### config.mk
export PLATFORM = sky130hd
export DESIGN_NAME = fifo_burst_drain_flat
export DESIGN_NICKNAME = d
export VERILOG_FILES = /design/src/rtl/fifo_burst_drain_pkg.sv /design/src/rtl/fifo_burst_drain_if.sv /design/src/rtl/fifo_burst_drain_out_buf.sv /design/src/rtl/fifo_burst_drain.sv /design/src/flat_wrapper.sv
export SDC_FILE = /design/constraint.sdc
export NUM_CORES = 1
export LEC_CHECK = 0
export CORE_MARGIN = 2
export CORE_UTILIZATION = 51
export CTS_CLUSTER_SIZE = 14
export DETAILED_ROUTE_END_ITERATION = 8
export PLACE_DENSITY_LB_ADDON = 0.08
export SYNTH_ARGS = -nofsm -noshare
export SYNTH_HDL_FRONTEND = slang
export SYNTH_SLANG_ARGS = --single-unit
### constraint.sdc
create_clock -name clk -period 2.34 [get_ports clk]
set_clock_uncertainty 0.2 [all_clocks]
set_input_delay 0.468 -clock clk [delete_from_list [all_inputs] [get_ports clk]]
set_output_delay 0.468 -clock clk [all_outputs]
set_load 0.01 [all_outputs]
### src/rtl/fifo_burst_drain_pkg.sv
`default_nettype none
// +--------------------------------------------------------------------+
// | fifo_burst_drain_pkg : shared types/constants for the burst drainer |
// | Rev 1.0                                                             |
// +--------------------------------------------------------------------+
package fifo_burst_drain_pkg;

    typedef enum logic [1:0] {
        IDLE   = 2'd0,
        STREAM = 2'd1,
        DRAIN  = 2'd2
    } drain_state_e;

    localparam int OUT_BUF_DEPTH = 2;
    localparam int OUT_BUF_CNT_W = $clog2(OUT_BUF_DEPTH + 1);
    localparam int OUT_BUF_PTR_W = $clog2(OUT_BUF_DEPTH);

endpackage
`default_nettype wire

### src/rtl/fifo_burst_drain_if.sv
`default_nettype none
// +--------------------------------------------------------------------+
// | fifo_burst_drain_if : FIFO read side plus valid/ready output stream |
// | Rev 1.0                                                             |
// +--------------------------------------------------------------------+
interface fifo_burst_drain_if #(
    parameter int FIFO_WIDTH = 16
) ();

    logic                  fifo_empty;
    logic                  fifo_almostempty;
    logic                  fifo_almostfull;
    logic                  fifo_full;
    logic                  fifo_underflow;
    logic [FIFO_WIDTH-1:0] fifo_data_out;
    logic                  fifo_rd_en;

    logic [FIFO_WIDTH-1:0] m_data;
    logic                  m_valid;
    logic                  m_last;
    logic                  m_ready;

    modport master (
        input  fifo_empty, fifo_almostempty, fifo_almostfull, fifo_full,
        input  fifo_underflow, fifo_data_out,
        output fifo_rd_en,
        output m_data, m_valid, m_last,
        input  m_ready
    );

    modport slave (
        output fifo_empty, fifo_almostempty, fifo_almostfull, fifo_full,
        output fifo_underflow, fifo_data_out,
        input  fifo_rd_en,
        input  m_data, m_valid, m_last,
        output m_ready
    );

endinterface
`default_nettype wire

### src/rtl/fifo_burst_drain_out_buf.sv
`default_nettype none
// +--------------------------------------------------------------------+
// | fifo_burst_drain_out_buf : 2-entry {last,data} skid FIFO            |
// | Rev 1.0                                                             |
// +--------------------------------------------------------------------+
module fifo_burst_drain_out_buf
    import fifo_burst_drain_pkg::*;
#(
    parameter int WIDTH = 17
) (
    input  wire                      clk,
    input  wire                      rst,
    input  wire                      push_i,
    input  wire  [WIDTH-1:0]         push_data_i,
    input  wire                      pop_i,
    output logic [WIDTH-1:0]         head_o,
    output logic [OUT_BUF_CNT_W-1:0] count_o
);

    logic [WIDTH-1:0]         mem_q [OUT_BUF_DEPTH];
    logic [OUT_BUF_PTR_W-1:0] wr_ptr_q;
    logic [OUT_BUF_PTR_W-1:0] rd_ptr_q;
    logic [OUT_BUF_CNT_W-1:0] cnt_q;
    logic [OUT_BUF_CNT_W-1:0] cnt_d;
    logic                     do_push;
    logic                     do_pop;

    assign do_pop  = pop_i && (cnt_q != '0);
    // A push into a full buffer is only legal when the head leaves in the same cycle.
    assign do_push = push_i && ((cnt_q != OUT_BUF_CNT_W'(OUT_BUF_DEPTH)) || do_pop);

    always_comb begin
        cnt_d = cnt_q;
        case ({do_push, do_pop})
            2'b10:   cnt_d = cnt_q + OUT_BUF_CNT_W'(1);
            2'b01:   cnt_d = cnt_q - OUT_BUF_CNT_W'(1);
            default: cnt_d = cnt_q;
        endcase
    end

    always_ff @(posedge clk) begin
        if (rst) begin
            wr_ptr_q <= '0;
            rd_ptr_q <= '0;
            cnt_q    <= '0;
            for (int i = 0; i < OUT_BUF_DEPTH; i++) begin
                mem_q[i] <= '0;
            end
        end else begin
            cnt_q <= cnt_d;
            if (do_push) begin
                mem_q[wr_ptr_q] <= push_data_i;
                wr_ptr_q        <= wr_ptr_q + OUT_BUF_PTR_W'(1);
            end
            if (do_pop) begin
                rd_ptr_q <= rd_ptr_q + OUT_BUF_PTR_W'(1);
            end
        end
    end

    assign head_o  = mem_q[rd_ptr_q];
    assign count_o = cnt_q;

endmodule
`default_nettype wire

### src/rtl/fifo_burst_drain.sv
`default_nettype none
// +--------------------------------------------------------------------+
// | fifo_burst_drain : drains a sync FIFO into bursts on a valid/ready  |
// | stream with m_last framing. Rev 1.0                                 |
// +--------------------------------------------------------------------+
module fifo_burst_drain
    import fifo_burst_drain_pkg::*;
#(
    parameter int FIFO_WIDTH = 16,
    parameter int FIFO_DEPTH = 8,
    parameter int BURST_LEN  = 4,
    parameter int TIMEOUT    = 16
) (
    input  wire                 clk,
    input  wire                 rst,
    fifo_burst_drain_if.master  bus,
    input  wire                 flush,
    output logic                busy,
    output logic [15:0]         words_sent,
    output logic                err_underflow
);

    localparam int TCNT_W  = $clog2(TIMEOUT);
    localparam int ICNT_W  = $clog2(FIFO_DEPTH + 1);
    localparam int ENTRY_W = FIFO_WIDTH + 1;

    drain_state_e             state_q;
    logic [TCNT_W-1:0]        tcnt_q;
    logic [ICNT_W-1:0]        icnt_q;
    logic                     inflight_q;
    logic                     inflight_last_q;
    logic [15:0]              words_sent_q;
    logic                     err_underflow_q;

    logic [ENTRY_W-1:0]       head;
    logic [OUT_BUF_CNT_W-1:0] buf_cnt;
    logic [2:0]               occupancy;
    logic                     pop;
    logic                     credit;
    logic                     rd_en;
    logic                     rd_last;
    logic                     go_stream;

    assign pop       = bus.m_valid && bus.m_ready;
    assign occupancy = 3'(buf_cnt) + 3'(inflight_q);
    // Compare against 2+pop rather than subtracting pop, avoiding unsigned underflow.
    assign credit    = occupancy < (3'd2 + 3'(pop));
    // Read request stays combinational so it always sees the current empty flag.
    assign rd_en     = (state_q == STREAM) && !bus.fifo_empty && credit;
    assign rd_last   = (icnt_q == ICNT_W'(BURST_LEN - 1)) || bus.fifo_almostempty;
    assign go_stream = !bus.fifo_empty &&
                       (bus.fifo_almostfull || bus.fifo_full || flush ||
                        (tcnt_q == TCNT_W'(TIMEOUT - 1)));

    always_ff @(posedge clk) begin
        if (rst) begin
            state_q         <= IDLE;
            tcnt_q          <= '0;
            icnt_q          <= '0;
            inflight_q      <= 1'b0;
            inflight_last_q <= 1'b0;
            words_sent_q    <= '0;
            err_underflow_q <= 1'b0;
        end else begin
            inflight_q      <= rd_en;
            inflight_last_q <= rd_en && rd_last;
            if (pop) begin
                words_sent_q <= words_sent_q + 16'd1;
            end
            if (bus.fifo_underflow) begin
                err_underflow_q <= 1'b1;
            end
            case (state_q)
                IDLE: begin
                    if (go_stream) begin
                        state_q <= STREAM;
                        tcnt_q  <= '0;
                        icnt_q  <= '0;
                    end else if (bus.fifo_empty) begin
                        tcnt_q <= '0;
                    end else begin
                        tcnt_q <= tcnt_q + TCNT_W'(1);
                    end
                end
                STREAM: begin
                    if (rd_en) begin
                        icnt_q <= icnt_q + ICNT_W'(1);
                        if (rd_last) begin
                            state_q <= DRAIN;
                        end
                    end
                end
                DRAIN: begin
                    if (!inflight_q && (buf_cnt == '0)) begin
                        state_q <= IDLE;
                    end
                end
                default: state_q <= IDLE;
            endcase
        end
    end

    fifo_burst_drain_out_buf #(
        .WIDTH (ENTRY_W)
    ) u_out_buf (
        .clk         (clk),
        .rst         (rst),
        .push_i      (inflight_q),
        .push_data_i ({inflight_last_q, bus.fifo_data_out}),
        .pop_i       (pop),
        .head_o      (head),
        .count_o     (buf_cnt)
    );

    assign bus.fifo_rd_en = rd_en;
    assign bus.m_valid    = (buf_cnt != '0);
    assign bus.m_data     = head[FIFO_WIDTH-1:0];
    assign bus.m_last     = head[FIFO_WIDTH] && bus.m_valid;
    assign busy           = (state_q != IDLE);
    assign words_sent     = words_sent_q;
    assign err_underflow  = err_underflow_q;

endmodule
`default_nettype wire

### src/flat_wrapper.sv
// flat-port wrapper written by rule: the top's interface ports become plain ports
module fifo_burst_drain_flat import fifo_burst_drain_pkg::*;
#(
    parameter int FIFO_WIDTH = 16,
    parameter int FIFO_DEPTH = 8,
    parameter int BURST_LEN  = 4,
    parameter int TIMEOUT    = 16
)
  (clk, rst, flush, busy, words_sent, err_underflow, bus_fifo_empty, bus_fifo_almostempty, bus_fifo_almostfull, bus_fifo_full, bus_fifo_underflow, bus_fifo_data_out, bus_fifo_rd_en, bus_m_data, bus_m_valid, bus_m_last, bus_m_ready);
  fifo_burst_drain_if #(.FIFO_WIDTH(FIFO_WIDTH)) bus_i ();
  input  wire clk;
  input  wire rst;
  input  wire flush;
  output logic busy;
  output logic [15:0] words_sent;
  output logic err_underflow;
  input wire logic [$bits(bus_i.fifo_empty)-1:0] bus_fifo_empty;
  input wire logic [$bits(bus_i.fifo_almostempty)-1:0] bus_fifo_almostempty;
  input wire logic [$bits(bus_i.fifo_almostfull)-1:0] bus_fifo_almostfull;
  input wire logic [$bits(bus_i.fifo_full)-1:0] bus_fifo_full;
  input wire logic [$bits(bus_i.fifo_underflow)-1:0] bus_fifo_underflow;
  input wire logic [$bits(bus_i.fifo_data_out)-1:0] bus_fifo_data_out;
  output wire logic [$bits(bus_i.fifo_rd_en)-1:0] bus_fifo_rd_en;
  output wire logic [$bits(bus_i.m_data)-1:0] bus_m_data;
  output wire logic [$bits(bus_i.m_valid)-1:0] bus_m_valid;
  output wire logic [$bits(bus_i.m_last)-1:0] bus_m_last;
  input wire logic [$bits(bus_i.m_ready)-1:0] bus_m_ready;
  assign bus_i.fifo_empty = bus_fifo_empty;
  assign bus_i.fifo_almostempty = bus_fifo_almostempty;
  assign bus_i.fifo_almostfull = bus_fifo_almostfull;
  assign bus_i.fifo_full = bus_fifo_full;
  assign bus_i.fifo_underflow = bus_fifo_underflow;
  assign bus_i.fifo_data_out = bus_fifo_data_out;
  assign bus_fifo_rd_en = bus_i.fifo_rd_en;
  assign bus_m_data = bus_i.m_data;
  assign bus_m_valid = bus_i.m_valid;
  assign bus_m_last = bus_i.m_last;
  assign bus_i.m_ready = bus_m_ready;
  fifo_burst_drain #(.FIFO_WIDTH(FIFO_WIDTH), .FIFO_DEPTH(FIFO_DEPTH), .BURST_LEN(BURST_LEN), .TIMEOUT(TIMEOUT)) u_core (.clk(clk), .rst(rst), .bus(bus_i), .flush(flush), .busy(busy), .words_sent(words_sent), .err_underflow(err_underflow));
endmodule
==> out/results.tsv <==
metric	value	unit
core_area	5890	um2
initialDrtViolationCount	106	
power	2.58	mW
hp-class	reg2reg	
path_class	reg2out	
async_reset_ff_frac	0	
area_delta_synth_final	35.9	%
grt_max_degree	28	
fp.dieArea	6670	um2
fmax	0.434	GHz
critPathArrivalTime	1640	ps
h-tree-depth	3	
rsz0062_at_grt	yes	
max_stage_delay	330	ps
grt_overflow	0	
clk_pin_slew_worst_paths	70	ps
crit_path_max_fanout	3	
drt-total-wl	6250	um
synth_common_cells	and2_1, dfxtp_1, edfxtp_1	
port_buffers	61	
final_max_slew_viol_count	0	
die_y	81.7	um
vdd_drop_max	0.451	mV
syn-num-nets	309	
gp_routability_congestion	0.793	
path_cells	ha_2, ha_4, nor4_4, nand2_1, inv_1, clkdlybuf4s15_2	
initial_core_util	0.523	
yosysTopAreaCell	edfxtp_1	
grt_pass1_wl	10300	um
synth_warnings	0	
cp.required	1670	ps
rows	28	
crit_slowest_cell	dfxtp_1	
ys_types	46	
synth_seq_cells	68	
firstDrtPassIters	4	
hold_viol_final	0	
vias	2314	
slew_headroom	0.414	
stdcell_count	445	
netlist_area	3080	um2
holdWs	277	ps
worst_setup_path_start_kind	flop	
clockBufferDepth	2	
synth_edf_count	34	
end_kind	primary output	
synth_top_flop_cell	edfxtp_1	
ctsHoldBuffers	0	
placed_cells	424	
crit_buf_inv	2	
setup_viol	0	
finalWorstPathRequiredPeriod	2300	ps
first_global_vias	2317	
seq_area_frac_synth	0.553	
ys_top_cells_by_area	edfxtp_1, dfxtp_1, and2_1	
ios	62	
detail-route-antenna-nets	0	
root_buffer	clkbuf_8	
nets	396	
drcViolationCount	0	
p_per_area	617	nW/um2
track_usage	0.204	
clkSinkCount	68	
drive_above_1_share	0.189	
syn_area_per_cell	11.1	um2
numCtsBuffers	9	
hpwl	4250	um
viasPerCell	5.20	
cap_violations	0	
antenna_cells	0	
cts_tree	done	
cp_top_family	adder cells	
outcome	complete, no violations	
synth_top_area_frac	0.332	
wl_per_cell	14.0	um
worst_pin_slew	878	ps
antenna_found_initial	0	
p_leak	1.66	nW
synthCells	278	
min_period_over_period	0.984	
fin_setup_tns	0	ps
insertion_delay	330	ps
die_width	81.7	um
final_util	0.711	
power by group:
part	internal (mW)	leakage (nW)	total [mW]	switching (mW)
clock	0.518	0.0951	0.922	0.405
combinational	0.191	0.940	0.349	0.158
sequential	1.29	0.627	1.31	0.0200
metrics by stage:
step	instance area, um2	worst slack (ps)
floorplan	3080	207
global placement	3910	-349
detailed placement	3910	-376
CTS	4160	3.42
global route	4180	-40.8
finish	4180	36.4
cell families after synthesis:
| kind of cell | count (synthesis) | synth area share |
|---|---|---|
| and+or+nand+nor | 119 | 0.217 |
| DFF | 68 | 0.553 |
| AOI/OAI and AO/OA | 32 | 0.0711 |
| adders and majority gates | 6 | 0.0244 |
| muxes | 20 | 0.0724 |
| buffers and inverters | 20 | 0.0248 |
| xor gates and xnor gates | 13 | 0.0370 |
sequential cells by signal (all words and copies together) (netlist names), named ones only:
signal                     flops
u_core.u_out_buf.rd_ptr_q      1
u_core.u_out_buf.mem_q        34
u_core.icnt_q                  4
u_core.inflight_last_q         1
u_core.state_q                 2
u_core.inflight_q              1
u_core.u_out_buf.count_o       2
u_core.u_out_buf.wr_ptr_q      1
u_core.err_underflow           1
u_core.tcnt_q                  4
u_core.words_sent             16
layout make-up:
class | instances | area [um2]
fill | 470 | 1700
sequential | 68 | 1700
multi-input combinational | 190 | 1340
timing repair buffer | 87 | 823
clock buffer | 13 | 149
tap | 75 | 93.8
clock inverter | 3 | 38.8
inverter | 9 | 33.8
layout by cell type (no fill, tap or decap), types with 7 or more instances in the layout:
| cell type | n |
|---|---|
| edfxtp_1 | 34 |
| a21oi_1 | 13 |
| nand2_1 | 9 |
| clkdlybuf4s50_1 | 42 |
| dlygate4sd2_1 | 11 |
| inv_1 | 9 |
| clkbuf_8 | 10 |
| xor2_1 | 8 |
| dlymetal6s2s_1 | 7 |
| nor2_1 | 25 |
| mux2_2 | 18 |
| nand3_1 | 11 |
| buf_4 | 25 |
| dfxtp_1 | 34 |
| and2_1 | 34 |
worst min-delay path, cell delays in order, from the launching register on:
cell,delay [ps]
dfxtp_1,330
nor2_1,50
nor2_1,60
routing by layer:
layer | share of wire | track usage | vias to the layer above
met1 | 0.43 | 0.226 | 1085
met3 | 0.040 | 0.0418 | 9
met5 | 0 | 0 | -
li1 | - | - | 1168
met4 | 0.018 | 0.0917 | 0
met2 | 0.51 | 0.373 | 52
final timing paths:
kind                                     from                           to  slack [ps]  cells past startpoint
hold reg to reg          u_core.err_underflow         u_core.err_underflow         280                      2
setup reg to reg  u_core.u_out_buf.count_o[1]  u_core.u_out_buf.count_o[1]         240                      6
setup / recovery            u_core.inflight_q               bus_fifo_rd_en          40                      6
hold / removal           u_core.err_underflow         u_core.err_underflow         280                      2
timing repair:
item | CTS | global route
pin swaps | 2 | 0
setup endpoints to repair | 18 | 9
buffers inserted | 5 | 0
gates cloned | 0 | 0
resized for setup | 20 | 9
(Power assumes the default switching activity.)
